`config.mk`:
```
export PLATFORM = sky130hd
export DESIGN_NAME = writeback_stage_flat
export DESIGN_NICKNAME = d
export VERILOG_FILES = /design/src/rtl/writeback_stage_if.sv /design/src/rtl/writeback_stage.sv /design/src/flat_wrapper.sv
export SDC_FILE = /design/constraint.sdc
export NUM_CORES = 1
export LEC_CHECK = 0
export ABC_AREA = 1
export CORE_ASPECT_RATIO = 1.2
export CORE_MARGIN = 2
export CORE_UTILIZATION = 51
export DETAILED_ROUTE_END_ITERATION = 8
export PLACE_DENSITY = 0.81
export SLEW_MARGIN = 20
export SYNTH_ARGS = -nofsm -noshare
export SYNTH_HDL_FRONTEND = slang
export SYNTH_SLANG_ARGS = --single-unit
```
`constraint.sdc`:
```
create_clock -name clk -period 6.65 [get_ports clk]
set_input_delay 1.6625 -clock clk [delete_from_list [all_inputs] [get_ports clk]]
set_output_delay 1.6625 -clock clk [all_outputs]
set_load 0.05 [all_outputs]
```
`src/rtl/writeback_stage_if.sv`:
```
// MEM/WB stage bundle: MEM-stage results and hazard controls in, register-file write port and debug counter out.
interface writeback_stage_if #(
    parameter int DATA_W     = 32,
    parameter int REG_ADDR_W = 5
);
    logic                  stall;
    logic                  flush;
    logic                  in_valid;
    logic                  in_regwrite;
    logic                  in_memtoreg;
    logic [1:0]            in_regdst;
    logic [1:0]            in_memsize;
    logic                  in_memunsigned;
    logic [1:0]            in_byteoffset;
    logic [DATA_W-1:0]     in_aluresult;
    logic [DATA_W-1:0]     in_readdata;
    logic [DATA_W-1:0]     in_pcplus4;
    logic [REG_ADDR_W-1:0] in_rt;
    logic [REG_ADDR_W-1:0] in_rd;

    logic                  write_enable;
    logic [REG_ADDR_W-1:0] write_register;
    logic [DATA_W-1:0]     write_data;
    logic                  wb_valid;
    logic [31:0]           retire_count;

    modport master (
        output stall, flush, in_valid, in_regwrite, in_memtoreg, in_regdst, in_memsize,
               in_memunsigned, in_byteoffset, in_aluresult, in_readdata, in_pcplus4, in_rt, in_rd,
        input  write_enable, write_register, write_data, wb_valid, retire_count
    );

    modport slave (
        input  stall, flush, in_valid, in_regwrite, in_memtoreg, in_regdst, in_memsize,
               in_memunsigned, in_byteoffset, in_aluresult, in_readdata, in_pcplus4, in_rt, in_rd,
        output write_enable, write_register, write_data, wb_valid, retire_count
    );
endinterface

```
`src/rtl/writeback_stage.sv`:
```
// MEM/WB register plus writeback mux: 1-cycle latency, outputs purely from the stage register.
// Stall holds the stage, flush inserts a bubble (flush wins); no backpressure is generated here.
module writeback_stage #(
    parameter int DATA_W     = 32,
    parameter int REG_ADDR_W = 5,
    parameter int LINK_REG   = 31
) (
    input  logic             clk,
    input  logic             rst,
    writeback_stage_if.slave wb
);

    typedef struct packed {
        logic                  regwrite;
        logic                  memtoreg;
        logic [1:0]            regdst;
        logic [1:0]            memsize;
        logic                  memunsigned;
        logic [1:0]            byteoffset;
        logic [DATA_W-1:0]     aluresult;
        logic [DATA_W-1:0]     readdata;
        logic [DATA_W-1:0]     pcplus4;
        logic [REG_ADDR_W-1:0] rt;
        logic [REG_ADDR_W-1:0] rd;
    } stage_t;

    stage_t      stage_q;
    logic        valid_q;
    logic [31:0] retire_cnt;

    always_ff @(posedge clk or posedge rst) begin
        if (rst) begin
            stage_q    <= '0;
            valid_q    <= 1'b0;
            retire_cnt <= '0;
        end else if (wb.flush) begin
            valid_q <= 1'b0;
        end else if (!wb.stall) begin
            valid_q              <= wb.in_valid;
            stage_q.regwrite     <= wb.in_regwrite;
            stage_q.memtoreg     <= wb.in_memtoreg;
            stage_q.regdst       <= wb.in_regdst;
            stage_q.memsize      <= wb.in_memsize;
            stage_q.memunsigned  <= wb.in_memunsigned;
            stage_q.byteoffset   <= wb.in_byteoffset;
            stage_q.aluresult    <= wb.in_aluresult;
            stage_q.readdata     <= wb.in_readdata;
            stage_q.pcplus4      <= wb.in_pcplus4;
            stage_q.rt           <= wb.in_rt;
            stage_q.rd           <= wb.in_rd;
            if (wb.in_valid) begin
                retire_cnt <= retire_cnt + 32'd1;
            end
        end
    end

    logic [REG_ADDR_W-1:0] dest_reg;
    logic [31:0]           mem_word;
    logic [7:0]            ld_byte;
    logic [15:0]           ld_half;
    logic [DATA_W-1:0]     load_data;
    logic [DATA_W-1:0]     sel_data;

    always_comb begin
        dest_reg = stage_q.rt;
        case (stage_q.regdst)
            2'b01:   dest_reg = stage_q.rd;
            2'b10:   dest_reg = REG_ADDR_W'(LINK_REG);
            default: dest_reg = stage_q.rt;
        endcase
    end

    // Memory word is big-endian: lowest offset lives in the most significant byte.
    always_comb begin
        mem_word = stage_q.readdata[31:0];
        ld_byte  = 8'h00;
        case (stage_q.byteoffset)
            2'd0:    ld_byte = mem_word[31:24];
            2'd1:    ld_byte = mem_word[23:16];
            2'd2:    ld_byte = mem_word[15:8];
            default: ld_byte = mem_word[7:0];
        endcase
        ld_half = stage_q.byteoffset[1] ? mem_word[15:0] : mem_word[31:16];

        load_data = stage_q.readdata;
        case (stage_q.memsize)
            2'b00:   load_data = {{(DATA_W-8){ld_byte[7] & ~stage_q.memunsigned}}, ld_byte};
            2'b01:   load_data = {{(DATA_W-16){ld_half[15] & ~stage_q.memunsigned}}, ld_half};
            default: load_data = stage_q.readdata;
        endcase
    end

    always_comb begin
        sel_data = stage_q.aluresult;
        if (stage_q.regdst == 2'b10) begin
            sel_data = stage_q.pcplus4 + DATA_W'(4);
        end else if (stage_q.memtoreg) begin
            sel_data = load_data;
        end
    end

    assign wb.write_register = dest_reg;
    assign wb.write_enable   = valid_q & stage_q.regwrite & (dest_reg != '0);
    assign wb.write_data     = valid_q ? sel_data : '0;
    assign wb.wb_valid       = valid_q;
    assign wb.retire_count   = retire_cnt;

endmodule

```
`src/flat_wrapper.sv`:
```
// flat-port wrapper written by rule: the top's interface ports become plain ports
module writeback_stage_flat 
#(
    parameter int DATA_W     = 32,
    parameter int REG_ADDR_W = 5,
    parameter int LINK_REG   = 31
)
  (clk, rst, wb_stall, wb_flush, wb_in_valid, wb_in_regwrite, wb_in_memtoreg, wb_in_regdst, wb_in_memsize, wb_in_memunsigned, wb_in_byteoffset, wb_in_aluresult, wb_in_readdata, wb_in_pcplus4, wb_in_rt, wb_in_rd, wb_write_enable, wb_write_register, wb_write_data, wb_wb_valid, wb_retire_count);
  writeback_stage_if #(.DATA_W(DATA_W), .REG_ADDR_W(REG_ADDR_W)) wb_i ();
  input  logic clk;
  input  logic rst;
  input wire logic [$bits(wb_i.stall)-1:0] wb_stall;
  input wire logic [$bits(wb_i.flush)-1:0] wb_flush;
  input wire logic [$bits(wb_i.in_valid)-1:0] wb_in_valid;
  input wire logic [$bits(wb_i.in_regwrite)-1:0] wb_in_regwrite;
  input wire logic [$bits(wb_i.in_memtoreg)-1:0] wb_in_memtoreg;
  input wire logic [$bits(wb_i.in_regdst)-1:0] wb_in_regdst;
  input wire logic [$bits(wb_i.in_memsize)-1:0] wb_in_memsize;
  input wire logic [$bits(wb_i.in_memunsigned)-1:0] wb_in_memunsigned;
  input wire logic [$bits(wb_i.in_byteoffset)-1:0] wb_in_byteoffset;
  input wire logic [$bits(wb_i.in_aluresult)-1:0] wb_in_aluresult;
  input wire logic [$bits(wb_i.in_readdata)-1:0] wb_in_readdata;
  input wire logic [$bits(wb_i.in_pcplus4)-1:0] wb_in_pcplus4;
  input wire logic [$bits(wb_i.in_rt)-1:0] wb_in_rt;
  input wire logic [$bits(wb_i.in_rd)-1:0] wb_in_rd;
  output wire logic [$bits(wb_i.write_enable)-1:0] wb_write_enable;
  output wire logic [$bits(wb_i.write_register)-1:0] wb_write_register;
  output wire logic [$bits(wb_i.write_data)-1:0] wb_write_data;
  output wire logic [$bits(wb_i.wb_valid)-1:0] wb_wb_valid;
  output wire logic [$bits(wb_i.retire_count)-1:0] wb_retire_count;
  assign wb_i.stall = wb_stall;
  assign wb_i.flush = wb_flush;
  assign wb_i.in_valid = wb_in_valid;
  assign wb_i.in_regwrite = wb_in_regwrite;
  assign wb_i.in_memtoreg = wb_in_memtoreg;
  assign wb_i.in_regdst = wb_in_regdst;
  assign wb_i.in_memsize = wb_in_memsize;
  assign wb_i.in_memunsigned = wb_in_memunsigned;
  assign wb_i.in_byteoffset = wb_in_byteoffset;
  assign wb_i.in_aluresult = wb_in_aluresult;
  assign wb_i.in_readdata = wb_in_readdata;
  assign wb_i.in_pcplus4 = wb_in_pcplus4;
  assign wb_i.in_rt = wb_in_rt;
  assign wb_i.in_rd = wb_in_rd;
  assign wb_write_enable = wb_i.write_enable;
  assign wb_write_register = wb_i.write_register;
  assign wb_write_data = wb_i.write_data;
  assign wb_wb_valid = wb_i.wb_valid;
  assign wb_retire_count = wb_i.retire_count;
  writeback_stage #(.DATA_W(DATA_W), .REG_ADDR_W(REG_ADDR_W), .LINK_REG(LINK_REG)) u_core (.clk(clk), .rst(rst), .wb(wb_i));
endmodule
```
**Word-level counts from Yosys, hierarchy flattened**

Index checks and enable logic that the tools add are counted.

- Register bits after elaboration: 148
- Bits in latches: 0
- Bits in writable memories: 0
- Memory bits (read-only): 0
- Bits of input ports: 120
- Output and inout port bits: 71
- Memories: 0

- $add $sub $neg: 2
- Multipliers: 0
- Div/mod/pow operators: 0
- Order comparisons: 0
- Equal/unequal tests: 6
- Shift-type cells: 0
- Multiplexer cells: 9
- Bitwise gates (word level): 7
- Reductions and logical operators: 5

Operators with widths:

| operator | count |
|---|---|
| 32-bit two-way mux | 3 |
| 32-bit case mux with 2 select lines | 1 |
| 32-bit by 1-bit adder with 32-bit output (second input constant) | 1 |
| 32-bit by 3-bit adder with 32-bit output (second input constant) | 1 |
| 8-bit case mux with 3 select lines | 1 |
| 16-bit two-way mux | 1 |
| 5-bit case mux with 2 select lines | 1 |
| 2-bit by 1-bit == test with 1-bit output (second input constant) | 3 |
| 5-bit nonzero test | 1 |
| 1-bit bitwise AND | 4 |
| 2-bit == test (second input constant) | 2 |
| 2-bit zero test | 2 |
| 1-bit inverter | 3 |
| 3-bit AND reduction | 1 |
| 1-bit two-way mux | 2 |
| 2-bit by 1-bit inequality test with 1-bit output (second input constant) | 1 |
| 2-bit AND reduction | 1 |

**Logic depth before layout (Yosys ltp)**

Gate-level depths: netlist of the first run.

- Depth in word-level cells: 7
- Mapped depth: 13
- Mapped depth without buffers: 11

**Least setup slack after synthesis of the first run**

OpenSTA, ideal clock, no wires.

- Path type: register to output
- Start: reg u_core.stage_q[111] in the netlist's numbering
- End: out wb_write_enable
- Arrival: 2.248 ns
- Data required time: 4.987 ns
- Setup slack: 2.739 ns
- Cell stages (with the launch flop): 11
- Path through: dfrtp_1 > inv_1 > ha_1 > clkinv_1 > nand2_1 > inv_1 > nand2_1 > o21ai_0 > inv_1 > nor3_1 > a21oi_1

- Cells in the longest elaborated chain, start to end: 4
- Elaborated cells between the ends (all ways): 5
- Classes of those cells: 2 x eq/ne; 1 x mux; 1 x bitwise; 1 x reduce/logical

Ends and longest elaborated chain:

| item | line | source |
|---|---|---|
| start: declaration | writeback_stage.sv:27 | `stage_t stage_q;` |
| 2-bit == test or 2-bit by 1-bit == test with 1-bit output (tied branches) | writeback_stage.sv:66 | `case (stage_q.regdst)` |
| 5-bit case mux with 2 select lines * | writeback_stage.sv:66 |  |
| net wb_write_register[3] | flat_wrapper.sv:27 | `output wire logic [$bits(wb_i.write_register)-1:0] wb_write_register;` |
| 5-bit nonzero test * | writeback_stage.sv:103 | `assign wb.write_enable = valid_q & stage_q.regwrite & (dest_reg != '0);` |
| 1-bit bitwise AND * | writeback_stage.sv:103 |  |
| end: declaration | flat_wrapper.sv:26 | `output wire logic [$bits(wb_i.write_enable)-1:0] wb_write_enable;` |

The timed path passes the listed nets; every way through them passes the cells marked *.

**Final worst setup path of the first run**

- Start: reg u_core.stage_q[107] in the netlist's numbering
- End: out wb_write_data[19]

- Cells in the longest elaborated chain, start to end: 7
- Elaborated cells between the ends (all ways): 11
- Classes of those cells: 2 x eq/ne; 6 x mux; 2 x bitwise; 1 x reduce/logical

Ends and longest elaborated chain:

| item | line | source |
|---|---|---|
| 2-bit == test (tied with other cells) | writeback_stage.sv:77 | `case (stage_q.byteoffset)` |
| 8-bit case mux with 3 select lines | writeback_stage.sv:77 |  |
| 1-bit bitwise AND | writeback_stage.sv:87 | `2'b00: load_data = {{(DATA_W-8){ld_byte[7] & ~stage_q.memunsigned}}, ld_byte};` |
| 32-bit case mux with 2 select lines * | writeback_stage.sv:86 | `case (stage_q.memsize)` |
| 32-bit two-way mux * | writeback_stage.sv:97 | `end else if (stage_q.memtoreg) begin` |
| 32-bit two-way mux * | writeback_stage.sv:95 | `if (stage_q.regdst == 2'b10) begin` |
| 32-bit two-way mux * | writeback_stage.sv:104 | `assign wb.write_data = valid_q ? sel_data : '0;` |
| end: declaration | flat_wrapper.sv:28 | `output wire logic [$bits(wb_i.write_data)-1:0] wb_write_data;` |

Every way passes the cells marked *; elsewhere a longest branch is shown, timed or not.

==> metrics.md, run 1 <==
| Metric | Value |
|---|---|
| Largest cells by area after synthesis | `dfrtp_1 43%, nand2_1 23%, o21ai_0 6.7%, a21oi_1 5.3%, nor2_1 5.2%` |
| Xor/xnor share of the synthesized area | `2.46%` |
| Layout area overhead | `30.1%` |
| Fraction of registers with async set/reset | `100%` |
| Crit start category | `register` |
| Post-synthesis mux area share | `0%` |
| Crit Reg-Reg Endpoint | `u_core.wb.retire_count[24]$_DFFE_PP0P_` |
| Distinct cells, synth | `31` |
| Initial DRC Count | `951` |
| Buffers plus inverters on the worst setup path | `1` |
| GRT Overall Usage | `32.2%` |
| Sequential-to-total area share from yosys stat | `43.4%` |
| Inserted Clock Buffers | `17` |
| Max-cap violations | `0` |
| VDD IR max | `0.174 mV` |
| Root buf cell | `clkbuf_16` |
| Share of the synthesized area in the top cell type | `43.4%` |
| First-pass GRT wire length | `44400 um` |
| Clk pin slew, worst setup/hold paths | `60 ps` |
| Die area | `17800 sq um` |
| CP max FO | `28` |
| Initial Util | `52.4%` |
| Slew @ Worst Pin | `993 ps` |
| Final period utilization | `75.7%` |
| Rows | `51` |
| Area leader, netlist | `dfrtp_1` |
| RSZ-0062 raised after global routing | `false` |
| Ant diodes | `0` |
| Boundary Pins | `191` |
| Most frequent CP cell | `nand2_1` |
| Crit path from | `u_core.stage_q[107]$_DFFE_PP0P_` |
| Compound-cell area share of the yosys netlist | `12.9%` |
| Synth Instances | `1253` |
| Synthesized Nets | `1377` |
| Fraction of layout cells with a size suffix above 1 | `4.69%` |
| First-pass DRT Iterations | `8` |
| Pleak | `0.00508 uW` |
| Adder-Cell Fraction of Synth Area | `0.587%` |
| Drt via density | `5.36` |
| Core area | `16300 sq um` |
| Reg-to-reg startpoint | `u_core.wb.retire_count[1]$_DFFE_PP0P_` |
| Worst skew pair latency | `430 ps` |
| Mapped Area | `8530 sq um` |
| Top_reg_cell synth | `dfrtp_1` |
| Rel. slew slack | `33.8%` |
| Pin count of the biggest net entering global routing | `110` |
| Worst min path class | `reg -> reg` |
| EDFF count, synth | `0` |
| Vias in the first global route | `8459` |
| Fmax | `0.199 GHz` |
| DIE HEIGHT | `146 um` |
| DP HPWL | `21000 um` |
| Cells along the critical path | `o21ai_0 -> nand3_2 -> nand3_4 -> nand2_4 -> nand2_1 -> nand2_1 -> nand2_1 -> nor2_1 -> clkdlybuf4s50_1` |
| Status | `complete, no violations` |
| Crit path required time | `4990 ps` |
| Final setup vio count | `0` |
| Slew Viols, Final | `0` |
| Total Nets Final | `1540` |
| Post-synthesis register bit count | `148` |
| Total gr overflow | `0` |
| CP Capture Type | `primary output` |
| Final Hold Vio Count | `0` |
| Main combinational cell family by area after synthesis | `simple AND/OR/NAND/NOR gates` |
| DR DRC count | `0` |
| Reg2Reg Setup Slack | `4830 ps` |
| Final ANT Viol Nets | `0` |
| Die Wd | `122 um` |
| Antenna violations before repair | `0` |
| PD cells | `255 nW/um^2` |
| Top-count cell post-synth | `nand2_1` |
| CTS Sinks | `148` |
| Post-Route WL | `28100 um` |
| Synth Area in Simple Gates | `33.0%` |
| Kind of cell adding the most delay to the critical path | `simple AND/OR/NAND/NOR gates` |
| Avg Cell Area, Syn | `6.81 sq um` |
| Worst Setup EP | `wb_write_data[19]` |
| Cts repair resizes | `0` |
| Tmin final | `5030 ps` |
| CP arrival | `3370 ps` |
| GP Congestion | `0.996` |
| Worst path depth | `9` |
| Crit path kind | `reg -> out` |
| Max stage delay on crit path | `890 ps` |
| Clk_skew | `6.78 ps` |
| Port buffer count | `190` |
| Setup_tns | `0 ps` |
| Via count | `8798` |
| Setup bufs post-CTS | `0` |
| Hold buffer count at cts | `0` |
| H-tree depth | `4` |
| Most common library cells after synthesis | `516 x nand2_1, 148 x dfrtp_1, 119 x nor2_1` |
| R2r worst-path depth | `7` |
| CTS Buffer Depth | `2` |
| CTS tree | `done` |
| WL per Instance | `17.1 um` |
| YS warnings | `0` |
| Worst path slowest cell | `dfrtp_1` |
| Pwr Total | `2830 uW` |
cells by family after synthesis:
family | count (synthesis)
DFF | 148
and+or+nand+nor | 702
xor gates and xnor gates | 24
buffers and inverters | 161
AOI/OAI and AO/OA | 214
adders and majority gates | 4
worst register-to-register path, cell delays in order, from the launching register on:
cell and delay (ps):
dfrtp_1 470, ha_1 240, nand3_1 130, nor2_4 200, nand2_1 120, nor2_1 230
nand3_1 140, xor2_1 160
worst min-delay path by stage:
stage / cells after the start / slack (ps) / endpoint / from
floorplan: 2 / 440 / u_core.stage_q[9]$_DFFE_PP0P_ / u_core.stage_q[9]$_DFFE_PP0P_
global route: 2 / 500 / u_core.stage_q[84]$_DFFE_PP0P_ / u_core.stage_q[84]$_DFFE_PP0P_
finish: 2 / 470 / u_core.stage_q[2]$_DFFE_PP0P_ / u_core.stage_q[2]$_DFFE_PP0P_
CTS: 2 / 470 / u_core.stage_q[2]$_DFFE_PP0P_ / u_core.stage_q[2]$_DFFE_PP0P_
global placement: 2 / 460 / u_core.stage_q[87]$_DFFE_PP0P_ / u_core.stage_q[87]$_DFFE_PP0P_
detailed placement: 2 / 460 / u_core.stage_q[2]$_DFFE_PP0P_ / u_core.stage_q[2]$_DFFE_PP0P_
metal layers:
metal	global-route usage (%)	part of all wire, %	up-vias
met2	50.8	47	453
met5	0	0	-
met1	43.1	40	4015
met3	7.13	9.4	67
met4	12.8	3.2	0
li1	-	-	4263
metrics by stage:
| step | instance area, sq um | utilization, % | instances | hold slack [ps] | setup slack [ps] |
|---|---|---|---|---|---|
| 3_3_place_gp | 10500 | 64.6 | 1609 | 456 | 2100 |
| 5_1_grt | 11100 | 68.2 | 1641 | 499 | 1390 |
| 6_report | 11100 | 68.2 | 1641 | 474 | 1620 |
| 4_1_cts | 11100 | 68.2 | 1641 | 474 | 1660 |
| 2_1_floorplan | 8530 | - | 1253 | 437 | 1010 |
| 3_5_place_dp | 10500 | 64.6 | 1609 | 458 | 2130 |
cells in the final DEF, fill, tap and decap left out, types with 2 or more instances in the layout:
cell / synthesis / layout
inv_6: 0 / 4
buf_4: 2 / 7
xnor2_1: 12 / 12
xor2_1: 12 / 12
nor2_2: 4 / 4
nor2_1: 119 / 118
nand3_2: 3 / 3
nor3_1: 13 / 13
nand3_4: 2 / 2
nand3b_1: 3 / 3
o21ai_0: 114 / 114
clkbuf_8: 0 / 2
o221ai_1: 6 / 6
nand2_4: 2 / 2
nor2_4: 3 / 4
nand2_1: 516 / 516
nand4_1: 3 / 3
clkdlybuf4s50_1: 0 / 190
clkbuf_16: 0 / 17
clkinvlp_4: 0 / 3
inv_1: 103 / 102
inv_2: 4 / 4
dfrtp_1: 148 / 147
clkinv_4: 0 / 3
ha_1: 4 / 4
a21oi_1: 90 / 90
nand2_2: 8 / 8
nand3_1: 26 / 26
flip-flops by register name, summed over array words and instances (netlist names):
signal                  count
u_core.mem_word            32
u_core.wb.wb_valid          1
u_core.wb.retire_count     32
u_core.stage_q             83
where the power goes:
group	switching, uW	internal (uW)	total [uW]	leakage, uW
combinational	494	264	758	0.00294
sequential	117	1010	1120	0.00186
clock	410	542	952	0.000276
total	1020	1810	2830	0.00508
area by class of cell:
class	instances	area, sq um
flip-flops and latches	148	3700
clock buffers	20	457
inverters	108	410
repair buffers	197	1950
fillers	1472	5170
multi-input cells	944	4180
well taps	212	265
clock inverters	12	121
Note: power is estimated with default switching activity, not from simulation.
==> run 2: changes to the inputs <==
- clock period: 6.65 -> 5.28 ns (I/O delays scaled with it)
==> run 2 against run 1 <==
- register-to-register slack worse by 1500 ps
- critical path type unchanged
- wire length is 0.28% higher
- critical endpoint is now wb_write_data[10]
- final area is 0.57% higher
- die area stayed put
- clock skew hardly changed
- sequential share of layout area is 0.20 points lower
- highest routed layer unchanged
- global-route usage is 0.096 points higher
- sequential power is 26% higher
==> metrics.md, run 2 (synthesized netlist as in run 1, its figures left out) <==
| Metric | Value |
|---|---|
| Setup_tns | `0 ps (unchanged)` |
| Clk pin slew, worst setup/hold paths | `60 ps (about the same)` |
| Root buf cell | `clkbuf_16` |
| Slew Viols, Final | `0 (unchanged)` |
| Reg-to-reg startpoint | `u_core.stage_q[113]$_DFFE_PP0P_` |
| Slew @ Worst Pin | `1080 ps (+91.8 ps)` |
| Most common cell after layout, fill and taps aside | `nand2_1` |
| Total gr overflow | `0 (unchanged)` |
| WL per Instance | `17.1 um (+0.22%)` |
| Rows | `51 (unchanged)` |
| H-tree depth | `4 (unchanged)` |
| RSZ-0062 raised after global routing | `false` |
| Crit path required time | `3960 ps (-1030 ps)` |
| Layout area overhead | `30.9%` |
| Largest register FFs | `83 (unchanged)` |
| Fraction of layout cells with a size suffix above 1 | `4.90% (+0.21 points)` |
| Rel. slew slack | `27.2% (-6.6 points)` |
| Final setup vio count | `0 (unchanged)` |
| Cts repair resizes | `0 (unchanged)` |
| Tmin final | `5040 ps` |
| Crit start category | `register` |
| DIE HEIGHT | `146 um (unchanged)` |
| Die Wd | `122 um (unchanged)` |
| Initial DRC Count | `762 (-20%)` |
| Inserted Clock Buffers | `17 (unchanged)` |
| CP arrival | `3720 ps (+350 ps)` |
| CP max FO | `38 (+36%)` |
| Max-cap violations | `0 (unchanged)` |
| Post-Route WL | `28100 um (+0.28%)` |
| VDD IR max | `0.233 mV (+34%)` |
| Crit path kind | `reg -> out` |
| Die area | `17800 sq um (unchanged)` |
| PD cells | `330 nW/um^2 (+29%)` |
| Port buffer count | `190 (unchanged)` |
| CTS Buffer Depth | `2 (unchanged)` |
| Pin count of the biggest net entering global routing | `149 (+35%)` |
| First-pass GRT wire length | `44500 um (+0.44%)` |
| GRT Overall Usage | `32.3% (+0.096 points)` |
| Drt via density | `5.39 (+0.48%)` |
| Final period utilization | `95.4%` |
| Core area | `16300 sq um (unchanged)` |
| Total Nets Final | `1541 (+0.065%)` |
| Largest register by flop count | `u_core.stage_q` |
| CTS tree | `done` |
| Crit Reg-Reg Endpoint | `u_core.stage_q[113]$_DFFE_PP0P_` |
| Worst Hold Slack | `469 ps (-4.88 ps)` |
| Boundary Pins | `191 (unchanged)` |
| CTS Sinks | `148 (unchanged)` |
| Pleak | `0.00512 uW (+0.87%)` |
| Reg2Reg Setup Slack | `3330 ps (-1500 ps)` |
| Hold path depth | `2 (unchanged)` |
| Clk_skew | `7.09 ps (+0.306 ps)` |
| Worst skew pair latency | `430 ps (about the same)` |
| CP Capture Type | `primary output` |
| Hold path endpoint | `u_core.stage_q[9]$_DFFE_PP0P_` |
| Hold buffer count at cts | `0 (unchanged)` |
| Most frequent cells in the layout | `516 x nand2_1, 185 x clkdlybuf4s50_1, 148 x dfrtp_1` |
| DR DRC count | `0 (unchanged)` |
| R2r worst-path depth | `2 (-5)` |
| DP HPWL | `20600 um (-1.9%)` |
| Final Hold Vio Count | `0 (unchanged)` |
| GP Congestion | `1.03 (+3.7%)` |
| Antenna violations before repair | `0 (unchanged)` |
| Via count | `8846 (+0.55%)` |
| Vias in the first global route | `8471 (+0.14%)` |
| Final ANT Viol Nets | `0 (unchanged)` |
| Status | `complete, no violations` |
| First-pass DRT Iterations | `7 (-1)` |
| Worst min path class | `reg -> reg` |
| Fmax | `0.198 GHz` |
| Setup bufs post-CTS | `0 (unchanged)` |
| Beginning of the worst hold path | `u_core.stage_q[9]$_DFFE_PP0P_` |
| Initial Util | `52.4% (unchanged)` |
| Ant diodes | `0 (unchanged)` |
==> run 2: cell type report <==
type	count	area (sq um)
Clock inverter	11	174
Timing Repair Buffer	198	1970
Inverter	108	409
Sequential cell	148	3700
Multi-Input combinational cell	944	4180
Fill cell	1479	5110
Tap cell	212	265
Clock buffer	21	450
==> run 2: metal layers <==
metal,up-vias,global-route usage (%),wire (um)
met3,73,8.07,2380
li1,4252,-,-
met1,4103,42.5,11500
met2,418,51.3,13200
met4,0,12.4,986
met5,-,0,0
==> run 2: how the worst max path moves through the flow <==
stage | from | end | cells after the start
5_1_grt | u_core.stage_q[113]$_DFFE_PP0P_ | wb_write_data[10] | 6
4_1_cts | u_core.stage_q[110]$_DFFE_PP0P_ | wb_write_data[1] | 5
3_3_place_gp | u_core.stage_q[110]$_DFFE_PP0P_ | wb_write_data[0] | 6
2_1_floorplan | u_core.stage_q[111]$_DFFE_PP0P_ | wb_write_enable | 10
6_report | u_core.stage_q[113]$_DFFE_PP0P_ | wb_write_data[10] | 6
3_5_place_dp | u_core.stage_q[110]$_DFFE_PP0P_ | wb_write_data[1] | 5
==> run 2: worst max-delay path, cell delays in order (launching register included) <==
cell and delay, ps:
dfrtp_1 500, clkinv_1 910, buf_4 550, a21oi_1 140
nand2_1 90, a21oi_1 220, clkdlybuf4s50_1 850
==> run 2: power breakdown <==
group / internal [uW] / leakage (uW) / total, uW / switching, uW
clock network: 808 / 0.000306 / 1310 / 503
registers: 1270 / 0.00186 / 1410 / 148
logic: 332 / 0.00296 / 953 / 621
==> run 2: metrics by stage <==
stage | instances | total power [uW] | area, sq um | setup WS [ps] | utilization, %
4_1_cts | 1642 | 3670 | 11200 | 622 | 68.6
3_5_place_dp | 1610 | 2360 | 10500 | 1090 | 64.8
6_report | 1642 | 3680 | 11200 | 241 | 68.6
3_3_place_gp | 1610 | 2360 | 10500 | 1130 | 64.8
5_1_grt | 1642 | 3850 | 11200 | 73.6 | 68.6
2_1_floorplan | 1253 | 2000 | 8530 | 1710 | -
==> run 3: changes to the inputs <==
- CORE_MARGIN: 2 -> 1.5
- CTS_CLUSTER_DIAMETER: unset -> 30
==> run 3 against run 2 <==
- sequential power is essentially flat
- wire length shrank 2.3%
- combinational power is essentially flat
- cell count is essentially flat
- critical path type unchanged
- largest power group unchanged
==> metrics.md, run 3 (synthesized netlist as in run 1, its figures left out) <==
| Metric | Value |
|---|---|
| Slew @ Worst Pin | `900 ps (-185 ps)` |
| Fraction of layout cells with a size suffix above 1 | `4.90% (about the same)` |
| CTS Sinks | `148 (unchanged)` |
| DR DRC count | `0 (unchanged)` |
| Placed insts | `1609 (-0.062%)` |
| Initial Util | `52.4% (unchanged)` |
| Layout area overhead | `30.6%` |
| Hold buffer count at cts | `0 (unchanged)` |
| Boundary Pins | `191 (unchanged)` |
| Tmin final | `4620 ps (-420 ps)` |
| Final period utilization | `87.5% (-8.0 points)` |
| Total gr overflow | `0 (unchanged)` |
| Setup bufs post-CTS | `0 (unchanged)` |
| Rel. slew slack | `40.0% (+13 points)` |
| GRT Overall Usage | `32.3% (-0.041 points)` |
| Worst min path class | `reg -> reg` |
| CP Capture Type | `primary output` |
| Die area | `17500 sq um (-1.5%)` |
| Beginning of the worst hold path | `u_core.stage_q[10]$_DFFE_PP0P_` |
| RSZ-0062 raised after global routing | `false` |
| VDD IR max | `0.286 mV (+23%)` |
| Hold path endpoint | `u_core.stage_q[10]$_DFFE_PP0P_` |
| Pleak | `0.00510 uW (-0.36%)` |
| Cts repair resizes | `0 (unchanged)` |
| Initial DRC Count | `755 (-0.92%)` |
| Crit path kind | `reg -> out` |
| Max-cap violations | `0 (unchanged)` |
| Most frequent cells in the layout | `516 x nand2_1, 185 x clkdlybuf4s50_1, 148 x dfrtp_1` |
| R2r worst-path depth | `7 (+5)` |
| Via count | `8677 (-1.9%)` |
| Setup WS post-layout | `661 ps (+420 ps)` |
| DIE HEIGHT | `145 um (-0.69%)` |
| Gr busiest metal | `met2` |
| Crit path required time | `3960 ps (about the same)` |
| Drt via density | `5.29 (-1.9%)` |
| Post-placement setup slack | `1200 ps (+110 ps)` |
| GP Congestion | `0.923 (-11%)` |
| Vias in the first global route | `8306 (-1.9%)` |
| Grt met1 use | `41.2% (-1.3 points)` |
| Hold path depth | `2 (unchanged)` |
| Rows | `51 (unchanged)` |
| Non-Filler Instances | `1641 (-0.061%)` |
| First-pass DRT Iterations | `7 (unchanged)` |
| Worst skew pair latency | `430 ps (about the same)` |
| CTS Buffer Depth | `2 (unchanged)` |
| Final instance area | `11100 sq um (-0.17%)` |
| WL per Instance | `16.8 um (-2.2%)` |
| Setup_tns | `0 ps (unchanged)` |
| Reg2Reg Setup Slack | `3470 ps (+140 ps)` |
| Die Wd | `121 um (-0.82%)` |
| Met2 Use GR | `52.3% (+0.99 points)` |
| PD cells | `325 nW/um^2 (-1.4%)` |
| CTS tree | `done` |
| Largest register FFs | `83 (unchanged)` |
| Root buf cell | `clkbuf_16` |
| Status | `complete, no violations` |
| Core area | `16300 sq um (unchanged)` |
| First-pass GRT wire length | `42700 um (-4.1%)` |
| Post-Route WL | `27500 um (-2.3%)` |
| Ant diodes | `0 (unchanged)` |
| Slew Viols, Final | `0 (unchanged)` |
| Final ANT Viol Nets | `0 (unchanged)` |
| Inserted Clock Buffers | `17 (unchanged)` |
| Crit start category | `register` |
| Clk pin slew, worst setup/hold paths | `60 ps (about the same)` |
| CP max FO | `28 (-26%)` |
| CP arrival | `3300 ps (-420 ps)` |
| Crit Reg-Reg Endpoint | `u_core.wb.retire_count[24]$_DFFE_PP0P_` |
| Final setup vio count | `0 (unchanged)` |
| Largest register by flop count | `u_core.stage_q` |
| Most common cell after layout, fill and taps aside | `nand2_1` |
| Placed cell area | `10500 sq um (about the same)` |
| Met3 Track Usage GR | `7.01% (-1.1 points)` |
| Reg-to-reg startpoint | `u_core.wb.retire_count[1]$_DFFE_PP0P_` |
| Fmax | `0.217 GHz (+9.1%)` |
| Clk_skew | `7.03 ps (-0.0625 ps)` |
| Port buffer count | `190 (unchanged)` |
| Final Hold Vio Count | `0 (unchanged)` |
| H-tree depth | `4 (unchanged)` |
| DP HPWL | `20300 um (-1.3%)` |
| Total Nets Final | `1540 (-0.065%)` |
| Pin count of the biggest net entering global routing | `182 (+22%)` |
| Crit path from | `u_core.stage_q[107]$_DFFE_PP0P_` |
| Antenna violations before repair | `0 (unchanged)` |
-- run 3: cell count changes in the layout (fill, tap and decap cells not counted), sizes merged --
cell and delta:
bufinv -1, clkinv -1, clkinvlp +3, clkbuf -1
buf -1
-- run 3: final cells by class --
cell class / count / area [sq um]
fill: 1432 / 5130
multi-input combinational: 944 / 4180
sequential: 148 / 3700
timing repair buffer: 197 / 1980
clock buffer: 20 / 447
inverter: 108 / 409
tap: 212 / 265
clock inverter: 12 / 154
-- run 3: how the worst max path moves through the flow --
| stage | endpoint | slack [ps] | cells after the start |
|---|---|---|---|
| CTS | wb_write_data[1] | 750 | 5 |
| finish | wb_write_data[11] | 660 | 9 |
| floorplan | wb_write_enable | 1710 | 10 |
| detailed placement | wb_write_data[1] | 1200 | 6 |
| global placement | wb_write_data[14] | 1180 | 10 |
| global route | wb_write_data[11] | 460 | 8 |
-- run 3: per-layer routing --
| metal | vias to the layer above | part of all wire, % |
|---|---|---|
| li1 | 4254 | - |
| met1 | 4007 | 41 |
| met2 | 355 | 47 |
| met3 | 61 | 8.3 |
| met4 | 0 | 4.1 |
| met5 | - | 0 |
-- run 3: report_power, final --
group,switching (uW),total (uW),internal (uW)
Sequential,142,1410,1270
Combinational,624,956,332
Clock,499,1250,756
Total,1260,3620,2350
-- run 3: metrics by stage --
stage | power, uW | hold WS (ps) | utilization (%)
global route | 3770 | 492 | 68.5
detailed placement | 2370 | 453 | 64.8
floorplan | 2000 | 437 | -
CTS | 3620 | 469 | 68.5
finish | 3620 | 469 | 68.5
global placement | 2360 | 450 | 64.8
-- run 3: worst max-delay path, cell delays in order, from the launching register on --
cell and delay, ps:
dfrtp_1 890, o21ai_0 240, nand3_2 150, nand3_4 150, nand2_1 100, nand2_1 70
nand2_1 70, nand2_1 60, nor2_1 260, clkdlybuf4s50_1 870
==> edit: new RTL, settings of run 1 <==
`REG_ADDR_W` is set to 5 in 3 places; all go to 4.
--- a/src/rtl/writeback_stage_if.sv
+++ b/src/rtl/writeback_stage_if.sv
@@ -3,3 +3,3 @@
     parameter int DATA_W     = 32,
-    parameter int REG_ADDR_W = 5
+    parameter int REG_ADDR_W = 4
 );
--- a/src/rtl/writeback_stage.sv
+++ b/src/rtl/writeback_stage.sv
@@ -4,3 +4,3 @@
     parameter int DATA_W     = 32,
-    parameter int REG_ADDR_W = 5,
+    parameter int REG_ADDR_W = 4,
     parameter int LINK_REG   = 31
--- a/src/flat_wrapper.sv
+++ b/src/flat_wrapper.sv
@@ -4,3 +4,3 @@
     parameter int DATA_W     = 32,
-    parameter int REG_ADDR_W = 5,
+    parameter int REG_ADDR_W = 4,
     parameter int LINK_REG   = 31
Ports: changed (resized wb_in_rd, wb_in_rt and wb_write_register); port bits go from 191 to 188. No check against the original RTL was run, so the function may have changed too.
==> edit against run 1 <==
  * Via count fell by 1.1%
  * Sequential cell count fell by 2
  * Power fell by 3.5%
  * Wire length down 1.4%
  * Design area fell by 1.4%
  * Clock power decreased by 4.1%
  * Global-route usage fell by 0.092 points
  * Final cell count down 0.49%
  * Area after synthesis decreased by 1.0%
  * First-iteration DRC count is 17% higher
  * Setup slack worse by 240 ps
  * Critical endpoint is now wb_write_data[3]
==> edit: results (changes against run 1) <==
[placed_design]
gp_congestion=0.970  ; -2.6%
post_dp_cell_area_sq_um=10400  ; -1.2%
place_ws_ps=1890  ; -244 ps

[final_layout]
clock_buffers=18  ; -10%
multi_input_area_share_pct=38.1  ; +0.36 points
n_all_buffers=192  ; -2.5%
stdcell_area_sq_um=10900  ; -1.4%
drive_gt1_share_pct=4.01  ; -0.68 points
multi_input_gates=948  ; +0.42%
layout.cells.non_filler=1633  ; -0.49%
fin_nets=1532  ; -0.52%
nonClkBufAreaFrac_pct=17.5  ; -0.16 points
nNonClkInverters=105  ; -2.8%
clk_share_pct=5.01  ; -0.20 points

[synth]
ys_top_cells_by_area=dfrtp_1 (43%), nand2_1 (24%), o21ai_0 (6.7%)
syn_area_per_cell_sq_um=6.75  ; -0.87%
synth_common_cells=nand2_1 (529), dfrtp_1 (146), nor2_1 (124)
syn_nets=1373  ; -0.29%

[setup_path]
critPathArrivalTime_ps=3610  ; +240 ps
reg2regPathDepth=9  ; +2
cp-endpoint=wb_write_data[3]
worst-path-max-fanout=30  ; +7.1%
reg2reg_to=u_core.wb.retire_count[26]
max_stage_delay_ps=1010  ; +120 ps
reg2reg_slack_ps=4930  ; +100 ps
crit_start=u_core.stage_q[108]

[sta]
max_freq_ghz=0.190  ; -4.5%
fin_worst_skew_ps=5.49  ; -1.30 ps
relSlewSlack_pct=29.2  ; -4.6 points

[global_route]
grtUsageTotal_pct=32.1  ; -0.092 points
grt_pass1_wl_um=43800  ; -1.2%
grt.met2_usage_pct=51.7  ; +0.93 points

[power]
leakagePower_nw=5.05  ; -0.53%
p_seq_share_pct=40.0  ; +0.4 points
peakVddDrop_uv=248  ; +42%

[drt]
wl_met2_um=13000  ; -1.3%
vias_per_cell=5.33  ; -0.57%
routedWlPerCell_um=16.9  ; -0.95%
wl_met3_um=2210  ; -16%
first_iter_violations=1108  ; +17%

[status]
status=finished clean

[edit: cell types whose count changed after synthesis, moves of 3 or more]
cell	before	now
xor2_1	12	15
nand2_2	8	4
a21oi_1	90	87
o221ai_1	6	0
nor3_1	13	8
nand2_1	516	529
nor2_1	119	124
[edit: worst min path at each step]
| stage | from | to | slack, ps | cells past startpoint |
|---|---|---|---|---|
| after floorplan | u_core.mem_word[0] | u_core.mem_word[0] | 440 | 2 |
| after global placement | u_core.stage_q[9] | u_core.stage_q[9] | 450 | 2 |
| after detailed placement | u_core.stage_q[9] | u_core.stage_q[9] | 460 | 2 |
| after global routing | u_core.stage_q[103] | u_core.stage_q[103] | 500 | 2 |
| final | u_core.stage_q[9] | u_core.stage_q[9] | 470 | 2 |
| after CTS | u_core.stage_q[9] | u_core.stage_q[9] | 470 | 2 |
[edit: critical path: cells and delay by family (launching register included)]
kind / cells / cell delay, ps
AND/OR/NAND/NOR: 1 / 360
AO/OA/AOI/OAI: 4 / 670
buffers and inverters: 2 / 1130
flip-flops: 1 / 1010
